`src/rtl/regfile_pkg.sv`:
```
// Shared defaults and the slot record for the register-file write-back arbiter.
// Contents: DATA_WIDTH / SELECT_SIZE defaults, NUM_REQ requester count, and
// slot_t, the record layout of one holding slot in the default configuration.
package regfile_pkg;

   localparam int unsigned DATA_WIDTH  = 16;
   localparam int unsigned SELECT_SIZE = 3;
   localparam int unsigned NUM_REQ     = 2;

   // One holding slot: occupancy, waited-a-cycle flag, destination and data.
   typedef struct packed {
      logic                   full;
      logic                   age;
      logic [SELECT_SIZE-1:0] dst;
      logic [DATA_WIDTH-1:0]  data;
   } slot_t;

endpackage

```
`src/rtl/regfile_wb_slot.sv`:
```
// One write-back holding slot: captures a request, holds it until granted.
// Ports:
//   clk, reset        - clock, synchronous active-high reset
//   accept            - capture dst_in/data_in at this edge (may refill on grant)
//   grant             - the held entry commits at this edge
//   dst_in, data_in   - request payload
//   full, age         - occupancy; age=1 once the entry has lost arbitration
//   dst, data         - held payload
module regfile_wb_slot
   import regfile_pkg::*;
#(
   parameter int unsigned DataWidth  = DATA_WIDTH,
   parameter int unsigned SelectSize = SELECT_SIZE
) (
   input  logic                  clk,
   input  logic                  reset,
   input  logic                  accept,
   input  logic                  grant,
   input  logic [SelectSize-1:0] dst_in,
   input  logic [DataWidth-1:0]  data_in,
   output logic                  full,
   output logic                  age,
   output logic [SelectSize-1:0] dst,
   output logic [DataWidth-1:0]  data
);

   // Capture has priority over release so a granted slot can refill the same edge.
   always_ff @(posedge clk) begin
      if (reset) begin
         full <= 1'b0;
         age  <= 1'b0;
         dst  <= '0;
         data <= '0;
      end else if (accept) begin
         full <= 1'b1;
         age  <= 1'b0;
         dst  <= dst_in;
         data <= data_in;
      end else if (grant) begin
         full <= 1'b0;
         age  <= 1'b0;
      end else if (full) begin
         age  <= 1'b1;
      end
   end

endmodule

```
`src/rtl/regfile_wb_arbiter.sv`:
```
// Two-requester write-back arbiter in front of an active-low-WE register file.
// Ports:
//   Clk, Reset                 - clock, synchronous active-high reset
//   ReqN_Valid/Ready/Dst/Data  - request handshake and payload (0 = ALU, 1 = load)
//   REG_WE, REG_Dst, DIn       - register-file write port (combinational grant)
//   Pending                    - one bit per register with an uncommitted write
// Optional build macro REGFILE_WB_ARB_RR_EN: round-robin on equal-age ties
// (requester 0 first after reset); otherwise requester 0 always wins ties.
module regfile_wb_arbiter
   import regfile_pkg::*;
#(
   parameter int unsigned DataWidth  = DATA_WIDTH,
   parameter int unsigned SelectSize = SELECT_SIZE
) (
   input  logic                         Clk,
   input  logic                         Reset,
   input  logic                         Req0_Valid,
   output logic                         Req0_Ready,
   input  logic [SelectSize-1:0]        Req0_Dst,
   input  logic [DataWidth-1:0]         Req0_Data,
   input  logic                         Req1_Valid,
   output logic                         Req1_Ready,
   input  logic [SelectSize-1:0]        Req1_Dst,
   input  logic [DataWidth-1:0]         Req1_Data,
   output logic                         REG_WE,
   output logic [SelectSize-1:0]        REG_Dst,
   output logic [DataWidth-1:0]         DIn,
   output logic [(2**SelectSize)-1:0]   Pending
);

   logic [NUM_REQ-1:0]                 valid;
   logic [NUM_REQ-1:0]                 ready;
   logic [NUM_REQ-1:0]                 accept;
   logic [NUM_REQ-1:0]                 grant;
   logic [NUM_REQ-1:0]                 full;
   logic [NUM_REQ-1:0]                 age;
   logic [NUM_REQ-1:0][SelectSize-1:0] req_dst;
   logic [NUM_REQ-1:0][SelectSize-1:0] slot_dst;
   logic [NUM_REQ-1:0][DataWidth-1:0]  req_data;
   logic [NUM_REQ-1:0][DataWidth-1:0]  slot_data;
   logic                               tie_pick1;

   assign valid    = {Req1_Valid, Req0_Valid};
   assign req_dst  = {Req1_Dst, Req0_Dst};
   assign req_data = {Req1_Data, Req0_Data};

   // A slot accepts when empty or when its current entry leaves this edge.
   assign ready      = {NUM_REQ{~Reset}} & (~full | grant);
   assign accept     = valid & ready;
   assign Req0_Ready = ready[0];
   assign Req1_Ready = ready[1];

   for (genvar i = 0; i < NUM_REQ; i++) begin : g_slot
      regfile_wb_slot #(
         .DataWidth  (DataWidth),
         .SelectSize (SelectSize)
      ) u_slot (
         .clk     (Clk),
         .reset   (Reset),
         .accept  (accept[i]),
         .grant   (grant[i]),
         .dst_in  (req_dst[i]),
         .data_in (req_data[i]),
         .full    (full[i]),
         .age     (age[i]),
         .dst     (slot_dst[i]),
         .data    (slot_data[i])
      );
   end

   // A slot that already lost once is strictly older; both can never be aged.
   always_comb begin
      grant = '0;
      if (!Reset) begin
         if (full[0] && full[1]) begin
            if (age[0] != age[1]) grant = age[1] ? 2'b10 : 2'b01;
            else                  grant = tie_pick1 ? 2'b10 : 2'b01;
         end else begin
            grant = full;
         end
      end
   end

`ifdef REGFILE_WB_ARB_RR_EN
   logic rr_q;

   // After a tie won by requester 0, requester 1 gets the next tie, and vice versa.
   always_ff @(posedge Clk) begin
      if (Reset)                                 rr_q <= 1'b0;
      else if (full[0] && full[1] && age[0] == age[1]) rr_q <= grant[0];
   end

   assign tie_pick1 = rr_q;
`else
   assign tie_pick1 = 1'b0;
`endif

   // Register-file write port driven from the granted slot, zero when idle.
   always_comb begin
      REG_WE  = ~|grant;
      REG_Dst = '0;
      DIn     = '0;
      if (grant[1]) begin
         REG_Dst = slot_dst[1];
         DIn     = slot_data[1];
      end else if (grant[0]) begin
         REG_Dst = slot_dst[0];
         DIn     = slot_data[0];
      end
   end

   // Scoreboard of registers with a write still sitting in a slot.
   always_comb begin
      Pending = '0;
      for (int i = 0; i < NUM_REQ; i++) begin
         if (full[i]) Pending[slot_dst[i]] = 1'b1;
      end
   end

endmodule

```
`config.mk`:
```
export PLATFORM = sky130hd
export DESIGN_NAME = regfile_wb_arbiter
export DESIGN_NICKNAME = d
export VERILOG_FILES = /design/src/rtl/regfile_pkg.sv /design/src/rtl/regfile_wb_slot.sv /design/src/rtl/regfile_wb_arbiter.sv
export SDC_FILE = /design/constraint.sdc
export NUM_CORES = 1
export LEC_CHECK = 0
export ABC_AREA = 1
export CAP_MARGIN = 25
export CORE_MARGIN = 1
export CORE_UTILIZATION = 25
export CTS_CLUSTER_DIAMETER = 150
export DETAILED_ROUTE_END_ITERATION = 16
export PLACE_DENSITY = 0.56
export SLEW_MARGIN = 20
export SYNTH_ARGS = -nofsm -noshare
export SYNTH_HDL_FRONTEND = slang
export SYNTH_SLANG_ARGS = --single-unit
```
`constraint.sdc`:
```
create_clock -name Clk -period 2.85 [get_ports Clk]
set_input_delay 0.57 -clock Clk [delete_from_list [all_inputs] [get_ports Clk]]
set_output_delay 0.57 -clock Clk [all_outputs]
set_load 0.005 [all_outputs]
```
==> summary.txt <==
Setup path
  • R2R Path Start: g_slot[0].u_slot.full
  • Start point of the critical path: Reset
  • Buf/Inv on CP: 4
  • Critical path fanouts, max: 47
  • Critical Path AT: 2160 ps
  • Slowest CP cell: clkdlybuf4s50_1
  • Crit. End Element: output port
  • Crit path depth: 6
  • Cell mode on critical path: clkdlybuf4s50_1
  • Delay of the slowest critical-path stage: 500 ps
  • Critical Path Source Type: input pin
  • FF-to-FF path depth: 6
  • Critical Path RT: 2280 ps
  • Critical path type: in2out
  • CP Cell Sequence: clkdlybuf4s50_1, inv_2, buf_12, nand4_1, nand2_1, clkdlybuf4s50_1
  • Cell family with most CP delay: buffers and inverters

Die
  • FP Rows: 35
  • Die area: 0.0101 mm2
  • Starting Density: 26.0%
  • Die X: 100 um
  • Die H: 100 um
  • # IOs: 72
  • Core box area: 0.00928 mm2

Synthesis
  • Synth area leader: dfxtp_1
  • Top cells by area, synth: dfxtp_1 (35%), nand4_1 (19%), nand2_1 (18%)
  • Synthesized cell area: 0.00242 mm2
  • Syn Inst Count: 379
  • Yosys top cell area share: 34.8%
  • Yosys reg bits: 42
  • YS warnings: 0
  • Yosys cell types: 16
  • Register area share after synthesis: 34.8%
  • Syn avg cell area: 6.38 um2
  • Post-Syn Nets: 421

STA
  • Sum Neg Setup Slack: 0 ps
  • Period Utilization, post-route: 95.9%
  • Minimum clock period: 2730 ps
  • F_max: 366 MHz
  • Setup violators final: 0
  • Unrepaired setup endpoints after global routing: false
  • Worst-Margin Slew: 468 ps
  • Fin. Hold Viols: 0
  • Clk_skew: 6.18 ps
  • Rel. slew slack: 68.8%
  • Max Slew Vio Count: 0

Detailed routing
  • Post-DR wirelength/cell: 12.3 um
  • DRT Pass-1 Iters: 4
  • Via density: 4.53
  • Vias: 2530
  • Drt total wl: 6890 um
  • Iter 0 DRT Violations: 170
  • ANT nets after route: 0
  • DRC violations left: 0

CTS
  • CTS Buffer Depth: 2
  • H-tree depth: 2
  • Post-cts hold buffer count: 0
  • Root Buffer: clkbuf_8
  • CTS tree: built
  • Worst-skew pair later-pin latency: 290 ps
  • Clk sinks: 42
  • Post CTS Setup Buffer Count: 0
  • CTS resizes: 0
  • Clk slew on worst S/H paths: 80 ps
  • TritonCTS Buffers: 5

Final layout
  • Final Cell Area: 0.00324 mm2
  • Area Growth Syn to Fin: 34.0%
  • Share of cells above drive strength 1: 4.42%
  • Area of the multi-input gates: 0.00120 mm2
  • Fill count: 1031
  • Most common cell after layout, fill and taps aside: nand2_1
  • Most frequent cells in the layout: nand2_1 (117), nand4_1 (74), clkdlybuf4s50_1 (71)
  • Fin nets: 472
  • FF+latch area: 841 um2
  • # diodes: 0

Worst hold path
  • Hold path startpoint: g_slot[1].u_slot.data[15]
  • Tightest Hold Check Type: reg2reg
  • Hold path depth: 4

Status
  • Status: finished clean

Power
  • Total internal power: 0.931 mW
  • Max IR drop VDD: 0.180 mV
  • Comb power frac: 20.6%
  • Lkg Pwr: 1.46 nW
  • Switching fraction of total power: 28.0%
  • Power Density: 399 mW/mm2
  • Psw: 0.362 mW
  • Clk network pwr share: 28.2%
  • Sequential power share: 51.2%

GRT
  • Number of global-route vias before repair: 2336
  • Total track usage: 14.2%
  • First-pass GRT wire length: 11500 um
  • Pin count of the biggest net entering global routing: 48
  • Initial antenna violation count: 0
  • Gr ovfl total: 0

Placed design
  • Gp weighted congestion: 0.886
  • Area after DPL: 0.00316 mm2
  • DPL Wire Length: 4760 um
  • Number of I/O port buffers: 71

Job
  • Max-cap viol count: 0
[metal layers]
metal | vias to the layer above | wire, um | GRT usage (%)
met5 | - | 0 | 0
met3 | 8 | 339 | 2.92
met4 | 0 | 85 | 3.79
met1 | 1122 | 3580 | 21.0
li1 | 1335 | - | -
met2 | 65 | 2890 | 20.9
[flip-flops by register name, indices dropped and copies added (netlist names)]
register / count
g_slot.u_slot.data: 32
g_slot.u_slot.dst: 6
g_slot.u_slot.full: 2
g_slot.u_slot.age: 2
[final timing paths]
check,to,slack [ps]
max,DIn[8],120
min,g_slot[1].u_slot.data[15],520
max reg2reg,g_slot[0].u_slot.data[11],1090
min reg2reg,g_slot[1].u_slot.data[15],520
[stage by stage]
stage          worst slack, ps  power [mW]  utilization [%]  hold slack, ps  instances
3_3_place_gp               149       0.940             34.1             505        552
3_5_place_dp               123       0.942             34.1             504        552
4_1_cts                    113        1.31             34.9             518        559
6_report                   117        1.29             34.9             517        559
5_1_grt                   36.0        1.36             34.9             550        559
2_1_floorplan             1070       0.817                -             490        379
[area by class of cell]
type	count	area share (%)
inverter	46	5.33
sequential	42	26.0
tap	129	4.98
timing repair buffer	78	24.3
clock buffer	7	2.36
multi-input combinational	257	37.0
[power by group through the flow]
stage | clock [mW] | combinational, mW | sequential [mW]
2_1_floorplan | 0 | 0.154 | 0.663
3_3_place_gp | 0 | 0.265 | 0.675
3_5_place_dp | 0 | 0.268 | 0.674
4_1_cts | 0.376 | 0.269 | 0.661
5_1_grt | 0.396 | 0.299 | 0.667
6_report | 0.365 | 0.267 | 0.662
[worst register-to-register path, cell delays in order (launching register included)]
cell,delay (ps)
dfxtp_1,420
nand2_1,120
inv_2,60
nand2_4,330
nand3_2,470
nand2_1,190
nand2_1,60
[cell usage after synthesis]
cell type,instances
buf_2,16
buf_4,5
buf_6,5
clkbuf_1,8
dfxtp_1,42
inv_1,43
inv_2,3
nand2_1,117
nand2_4,2
nand3_1,4
nand3_2,2
nand4_1,74
nor2_1,45
o21ai_0,4
o21ai_1,8
or2_1,1
[kinds of logic after synthesis]
logic type	count (synthesis)	share of synthesized area [%]
simple gates	245	47.2
buf+inv	80	15.6
flops	42	34.8
compound gates	12	2.48
Note: power is estimated with default switching activity, not from simulation.
